**config.mk**
```make
export PLATFORM = sky130hd
export DESIGN_NAME = mem_access_ctrl
export DESIGN_NICKNAME = d
export VERILOG_FILES = /design/src/rtl/mem_access_ctrl.sv
export SDC_FILE = /design/constraint.sdc
export NUM_CORES = 1
export LEC_CHECK = 0
export CAP_MARGIN = 5
export CORE_AREA = 2 2 82 84
export CTS_CLUSTER_SIZE = 24
export DETAILED_ROUTE_END_ITERATION = 7
export DIE_AREA = 0 0 84 86
export PLACE_DENSITY = 0.76
export RECOVER_POWER = 100
export SYNTH_ARGS = -nofsm -noshare
export SYNTH_HDL_FRONTEND = slang
export SYNTH_SLANG_ARGS = --single-unit
```
**constraint.sdc**
```tcl
create_clock -name clk -period 1.45 [get_ports clk]
set_clock_uncertainty 0.2 [all_clocks]
set_input_delay 0.2175 -clock clk [delete_from_list [all_inputs] [get_ports clk]]
set_output_delay 0.2175 -clock clk [all_outputs]
set_load 0.05 [all_outputs]
```
**src/rtl/mem_access_ctrl.sv**
```systemverilog
// Data-memory initiator: turns MEM-stage load/store requests into multi-cycle
// SRAM strobe sequences on RAM1 or RAM2 and holds the pipeline until done.
module mem_access_ctrl #(
    parameter int RD_WAIT_CYCLES  = 2,
    parameter int WR_PULSE_CYCLES = 1
) (
    input  logic        clk,
    input  logic        rst,
    input  logic [15:0] Address,
    input  logic [15:0] WriteData,
    input  logic        MemRead,
    input  logic        MemWrite,
    input  logic        AddressSrc,
    input  logic [15:0] ram_din,
    output logic [15:0] ReadData,
    output logic        Stall,
    output logic [17:0] ram_addr,
    output logic [15:0] ram_dout,
    output logic        ram_dout_en,
    output logic        ram1_en_n,
    output logic        ram2_en_n,
    output logic        ram_oe_n,
    output logic        ram_we_n
);

    localparam int CMAX = (RD_WAIT_CYCLES > WR_PULSE_CYCLES) ? RD_WAIT_CYCLES : WR_PULSE_CYCLES;
    localparam int CW   = (CMAX > 1) ? $clog2(CMAX) : 1;
    localparam logic [CW-1:0] RD_LOAD = CW'(RD_WAIT_CYCLES - 1);
    localparam logic [CW-1:0] WR_LOAD = CW'(WR_PULSE_CYCLES - 1);

    typedef enum logic [2:0] {
        IDLE     = 3'd0,
        RD_WAIT  = 3'd1,
        WR_SETUP = 3'd2,
        WR_PULSE = 3'd3,
        WR_HOLD  = 3'd4,
        DONE     = 3'd5
    } state_t;

    state_t        state_reg, state_next;
    logic [CW-1:0] cnt_reg, cnt_next;
    logic [15:0]   addr_reg, addr_next;
    logic [15:0]   wdata_reg, wdata_next;
    logic          sel_reg, sel_next;
    logic [15:0]   rdata_reg, rdata_next;

    // Strobes are registered from the next-state decode so the SRAM pins
    // never glitch while still lining up exactly with the state they belong to.
    logic [1:0]    en_n_reg, en_n_next;
    logic          oe_n_reg, oe_n_next;
    logic          we_n_reg, we_n_next;
    logic          dout_en_reg, dout_en_next;
    logic          busy_next;

    always_ff @(posedge clk) begin
        if (rst) begin
            state_reg   <= IDLE;
            cnt_reg     <= '0;
            addr_reg    <= '0;
            wdata_reg   <= '0;
            sel_reg     <= 1'b0;
            rdata_reg   <= '0;
            en_n_reg    <= 2'b11;
            oe_n_reg    <= 1'b1;
            we_n_reg    <= 1'b1;
            dout_en_reg <= 1'b0;
        end else begin
            state_reg   <= state_next;
            cnt_reg     <= cnt_next;
            addr_reg    <= addr_next;
            wdata_reg   <= wdata_next;
            sel_reg     <= sel_next;
            rdata_reg   <= rdata_next;
            en_n_reg    <= en_n_next;
            oe_n_reg    <= oe_n_next;
            we_n_reg    <= we_n_next;
            dout_en_reg <= dout_en_next;
        end
    end

    always_comb begin
        state_next = state_reg;
        cnt_next   = cnt_reg;
        addr_next  = addr_reg;
        wdata_next = wdata_reg;
        sel_next   = sel_reg;
        rdata_next = rdata_reg;
        unique case (state_reg)
            IDLE: begin
                // Loads win over stores when both are requested.
                if (MemRead) begin
                    addr_next  = Address;
                    sel_next   = AddressSrc;
                    cnt_next   = RD_LOAD;
                    state_next = RD_WAIT;
                end else if (MemWrite) begin
                    addr_next  = Address;
                    wdata_next = WriteData;
                    sel_next   = AddressSrc;
                    state_next = WR_SETUP;
                end
            end
            RD_WAIT: begin
                if (cnt_reg == '0) begin
                    rdata_next = ram_din;
                    state_next = DONE;
                end else begin
                    cnt_next = cnt_reg - 1'b1;
                end
            end
            WR_SETUP: begin
                cnt_next   = WR_LOAD;
                state_next = WR_PULSE;
            end
            WR_PULSE: begin
                if (cnt_reg == '0) begin
                    state_next = WR_HOLD;
                end else begin
                    cnt_next = cnt_reg - 1'b1;
                end
            end
            WR_HOLD: state_next = DONE;
            DONE:    state_next = IDLE;
            default: state_next = IDLE;
        endcase
    end

    always_comb begin
        busy_next    = (state_next == RD_WAIT) || (state_next == WR_SETUP) ||
                       (state_next == WR_PULSE) || (state_next == WR_HOLD);
        oe_n_next    = (state_next != RD_WAIT);
        we_n_next    = (state_next != WR_PULSE);
        dout_en_next = (state_next == WR_SETUP) || (state_next == WR_PULSE) ||
                       (state_next == WR_HOLD);
    end

    // One chip enable per bank; only the latched bank can ever go low.
    generate
        for (genvar gi = 0; gi < 2; gi++) begin : g_en
            assign en_n_next[gi] = !(busy_next && (sel_next == 1'(gi)));
        end
    endgenerate

    assign Stall       = (MemRead || MemWrite) && (state_reg != DONE);
    assign ReadData    = rdata_reg;
    assign ram_addr    = {2'b00, addr_reg};
    assign ram_dout    = wdata_reg;
    assign ram_dout_en = dout_en_reg;
    assign ram1_en_n   = en_n_reg[0];
    assign ram2_en_n   = en_n_reg[1];
    assign ram_oe_n    = oe_n_reg;
    assign ram_we_n    = we_n_reg;

endmodule

```
Word level (Yosys, flattened, before mapping)

Index checks and enable logic that the tools add are counted.

Equality and inequality tests: 12
Reduce and logical (&&, ||, !) cells: 19
Bitwise logic cells: 3
Muxes and demuxes: 13
$add $sub $neg: 1

Operators with widths:

| kind                | count |
|---|---|
| $mux 16             | 2 |
| $pmux 3 s5          | 1 |
| $eq 3x2->1 const B  | 4 |
| $mux 3              | 4 |
| $eq 3x1->1 const B  | 2 |
| $eq 3x3->1 const B  | 2 |
| $logic_or 1x1->1    | 6 |
| $reduce_and 2->1    | 3 |
| $mux 1              | 5 |
| $logic_and 1x1->1   | 3 |
| $logic_not 3->1     | 1 |
| $ne 3x1->1 const B  | 1 |
| $ne 3x2->1 const B  | 1 |
| $ne 3x3->1 const B  | 1 |
| $not 1->1           | 3 |
| $pmux 1 s3          | 1 |
| $reduce_and 3->1    | 1 |
| $reduce_bool 3->1   | 1 |
| $logic_not 1->1     | 2 |
| $ne 2x2->1 const B  | 1 |
| $reduce_bool 2->1   | 1 |
| $reduce_or 2->1     | 1 |
| $sub 1x1->1 const B | 1 |

Bits in registers: 58
Output and inout port bits: 56
Logic and storage cells: 58

Depth between registers and ports, before layout

Depth in word-level cells: 9
Depth in mapped cells: 5
Mapped depth without buffers: 3

Least setup slack after synthesis

Ideal clock, no wire load.

Kind: reg2out
Start point: reg state_reg[1]
End point: out Stall
Slack: -0.452 ns
Path buffers: 1
Required time: 1.033 ns
Stages on the path, launching flop included: 4
Arrival: 1.485 ns
Cell sequence: dfxtp_1 buf_2 inv_1 a31oi_1

Word-level cells in the longest chain between the ends: 2

Ends and longest elaborated chain:

| element                  | RTL line | RTL |
|---|---|---|
| start: declaration       | 40       | `state_t state_reg, state_next;` |
| start signal: assignment | 68       | `state_reg <= state_next;` |
| $ne 3x3->1               | 144      | `assign Stall = (MemRead \|\| MemWrite) && (state_reg != DONE);` |
| $logic_and 1x1->1        | 144      |  |
| end: declaration         | 16       | `output logic Stall,` |

Every way passes these cells.

Final worst setup path

Start point: reg state_reg[0]
End point: reg en_n_reg[1]

Word-level cells in the longest chain between the ends: 9
Elaborated cells between the ends (all ways): 20
Those cells by class: eq/ne (8); mux (6); reduce/logical (6)

Ends and longest elaborated chain:

| element                                  | RTL line | RTL |
|---|---|---|
| $mux 3                                   | 96       | `end else if (MemWrite) begin` |
| $mux 3                                   | 91       | `if (MemRead) begin` |
| $pmux 3 s5                               | 88       | `unique case (state_reg)` |
| $eq 3x1->1 or $eq 3x2->1 (tied branches) | 129      | `busy_next = (state_next == RD_WAIT) \|\| (state_next == WR_SETUP) \|\|` |
| $logic_or 1x1->1 (2 in a row)            | 129      |  |
| $logic_or 1x1->1                         | 130      | `(state_next == WR_PULSE) \|\| (state_next == WR_HOLD);` |
| $logic_and 1x1->1 (*)                    | 140      | `assign en_n_next[gi] = !(busy_next && (sel_next == 1'(gi)));` |
| $logic_not 1->1 (*)                      | 140      |  |
| end signal: assignment                   | 74       | `en_n_reg <= en_n_next;` |
| end: declaration                         | 49       | `logic [1:0] en_n_reg, en_n_next;` |

Every way passes the cells marked *; elsewhere a longest branch is shown, timed or not.
A chain may end at the register's enable or synchronous reset.

==> run summary <==
Total power of the final layout = 5.29 mW
Clock Tree Buf Depth = 2
Wire per inst = 16.1 µm
Element type at the critical path start = flip-flop
Die X-Extent = 84 µm
Overall routing resource usage = 20.7%
Pwr dens = 1370 mW/mm²
Timing-limited maximum frequency = 593 MHz
Final worst slack = -235 ps
Final instance count without filler cells = 480
Avg Inst Size Synth = 8.50 µm²
Final layout net count = 452
CTS Root Buffer Type = sky130_fd_sc_hd__clkbuf_8
Die area = 0.00722 mm²
Max-cap violations = 0
Register-to-register setup slack = -240 ps
Routed Antenna Nets = 0
Share of synthesized area occupied by flip-flops and latches = 50.4%
Number of antenna violations at the first check in global routing = 0
Clock tree from TritonCTS = built
Clock latency of the later-clocked register in the worst-skew pair = 340 ps
Num CTS Buffers = 9
Worst hold endpoint = addr_reg[4]$_SDFFE_PP0P_
Switching power = 1.86 mW
Setup repair after global routing missed its margin = true
Placer's final routability congestion estimate = 0.878
Total detailed-routing wirelength = 7740 µm
Launch point of the worst reg-to-reg path = state_reg[0]$_SDFF_PP0_
Most common library cell in the layout ignoring fill and taps = sky130_fd_sc_hd__dfxtp_1
Final design instance area without fill = 0.00385 mm²
Hold crit path type = primary input to flip-flop
Status = finished, violations left
Highest net fanout along the worst path = 4
Total DRC errors in the routed layout = 0
Most frequent cells in the layout = sky130_fd_sc_hd__dfxtp_1, sky130_fd_sc_hd__a21oi_1, sky130_fd_sc_hd__clkdlybuf4s50_1, sky130_fd_sc_hd__nand2_1, sky130_fd_sc_hd__nand3_1
Synth async-reset ratio = 0%
Initial cell density of the core = 36.7%
Comb pwr share = 36.0%
I/O Pins = 109
Final period utilization = 116%
Clock transition at the registers of the reported paths = 60 ps
Vias per Instance = 5.20
Vias in the first global route = 2444
Crit path DAT = 1710 ps
Cell count after synthesis = 271
Endpoint of the worst-slack reg-to-reg timing path = en_n_reg[1]$_SDFF_PP1_
Number of warnings printed during yosys synthesis = 0
Clock power frac = 29.2%
Switching part of the total = 35.2%
Sequential fraction of design power = 34.8%
Wire length of the first global-routing pass = 11600 µm
Detailed Routing Iterations Pass 1 = 4
Depth of the CTS H-tree = 3
Area overhead of the layout relative to synthesis = 67.1%
Finish-stage setup viols = 54
Number of rows created at floorplan = 29
Proportion of layout cells with a drive suffix above 1 = 37.7%
Violated checks = setup timing
Number of distinct library cells after synthesis = 36
Count of clock tree sinks = 58
Most used flip-flop cell after synthesis = sky130_fd_sc_hd__dfxtp_1
Vertical die dimension = 86 µm
Largest net degree at the start of global routing = 26
Hold wc startpoint = rst
Cell Count Post-Placement = 453
Total placed instance area = 0.00405 mm²
Final hold violation count = 0
Internal = 3.43 mW
Count of flip-flops with a built-in enable after synthesis = 0
CP Capture Type = flip-flop
Max rail drop VDD = 848 µV
Gr ovfl total = 0
Leakage power summed over all cells = 1.57 nW
Number of storage elements in the synthesis netlist = 58
Antenna Cells = 0
Filler cell count in the final layout = 515
Cell depth of the worst min-delay path = 2
Vias post-DR = 2497
Count of input and output buffers = 106
Core region area = 0.00628 mm²
Drt first-iter violations = 78
Fin. max-slew vios = 0
Cell area after synthesis = 0.00230 mm²
Cell depth of the worst flop-to-flop path = 6
Minimum clock period after layout = 1690 ps
Hpwl dp = 4960 µm
Data required, critical path = 1470 ps
Pre-CTS setup slack = -379 ps
Category of the critical setup timing path = flip-flop to flip-flop
[critical path: stages (launching register included)]
cell and delay (ps):
sky130_fd_sc_hd__dfxtp_2 330, sky130_fd_sc_hd__buf_6 120, sky130_fd_sc_hd__buf_6 110, sky130_fd_sc_hd__nor3_4 210, sky130_fd_sc_hd__buf_6 140, sky130_fd_sc_hd__nand3_4 60
sky130_fd_sc_hd__a2111o_1 400
[routing by layer]
metal | vias to the layer above | track usage (%) | wire, µm
li1 | 1208 | - | -
met1 | 1162 | 23.8 | 3230
met2 | 106 | 35.1 | 3770
met3 | 21 | 7.70 | 513
met4 | 0 | 8.06 | 224
met5 | - | 0 | 0
[power groups by stage]
stage               Combinational (mW)  Clock, mW  Sequential (mW)
floorplan                        0.624          0             2.31
global placement                  1.88          0             1.92
detailed placement                1.90          0             1.93
CTS                               2.17       1.57             1.90
global route                      2.01       1.64             1.85
finish                            1.91       1.54             1.84
[how the worst max path moves through the flow]
stage                                  startpoint                        to  slack [ps]  depth (start not counted)
after detailed placement                  MemRead    en_n_reg[1]$_SDFF_PP1_        -380                          4
after CTS                 state_reg[1]$_SDFF_PP0_                     Stall        -190                          4
final                     state_reg[0]$_SDFF_PP0_    en_n_reg[1]$_SDFF_PP1_        -240                          6
after global routing      state_reg[0]$_SDFF_PP0_    en_n_reg[1]$_SDFF_PP1_        -290                          6
after floorplan           state_reg[1]$_SDFF_PP0_  ReadData[6]$_SDFFE_PP0P_         -70                          5
after global placement                    MemRead    en_n_reg[1]$_SDFF_PP1_        -340                          4
[per-stage QoR]
step                hold WS (ps)  TNS, ps  utilization, %
finish                      97.7    -7430            61.4
global route                 125   -10440            61.4
CTS                         88.3    -6570            71.3
detailed placement           283   -13180            64.5
global placement             277   -11800            64.5
floorplan                    153    -1540               -
[synthesized netlist by cell type, drive strengths merged (3+ instances only)]
library cell	instances	area (µm²)
nor2	5	21.3
nor3	3	26.3
clkbuf	9	33.8
o21ai	35	175
a21oi	52	260
nand3	33	165
nand2	34	130
buf	18	125
dfxtp	58	1160
inv	3	11.3
o21a	3	22.5
[cell families (layout without fill, tap and decap cells)]
kind of cell           Yosys count  after routing  share of synthesized area [%]
AOI/OAI and AO/OA               96             96                           23.0
and+or+nand+nor                 85             85                           18.7
DFF                             58             58                           50.4
buffers and inverters           31            162                           7.76
other                            1              2                          0.163
[final cells by class]
type	count	area [µm²]	area share (%)
Inverter	3	13.8	0.357
Clock inverter	2	35.0	0.910
Sequential cell	58	1170	30.3
Tap cell	77	96.3	2.50
Multi-Input combinational cell	183	1140	29.6
Clock buffer	13	169	4.39
Timing Repair Buffer	144	1230	32.0
[timing repair]
item                       CTS  global route
gates resized for setup     34            42
pin swaps                    8             9
setup buffers                6             1
gates cloned                 4             1
setup endpoints to repair   54            54
hold buffers                 0             0
(Power assumes the default switching activity.)
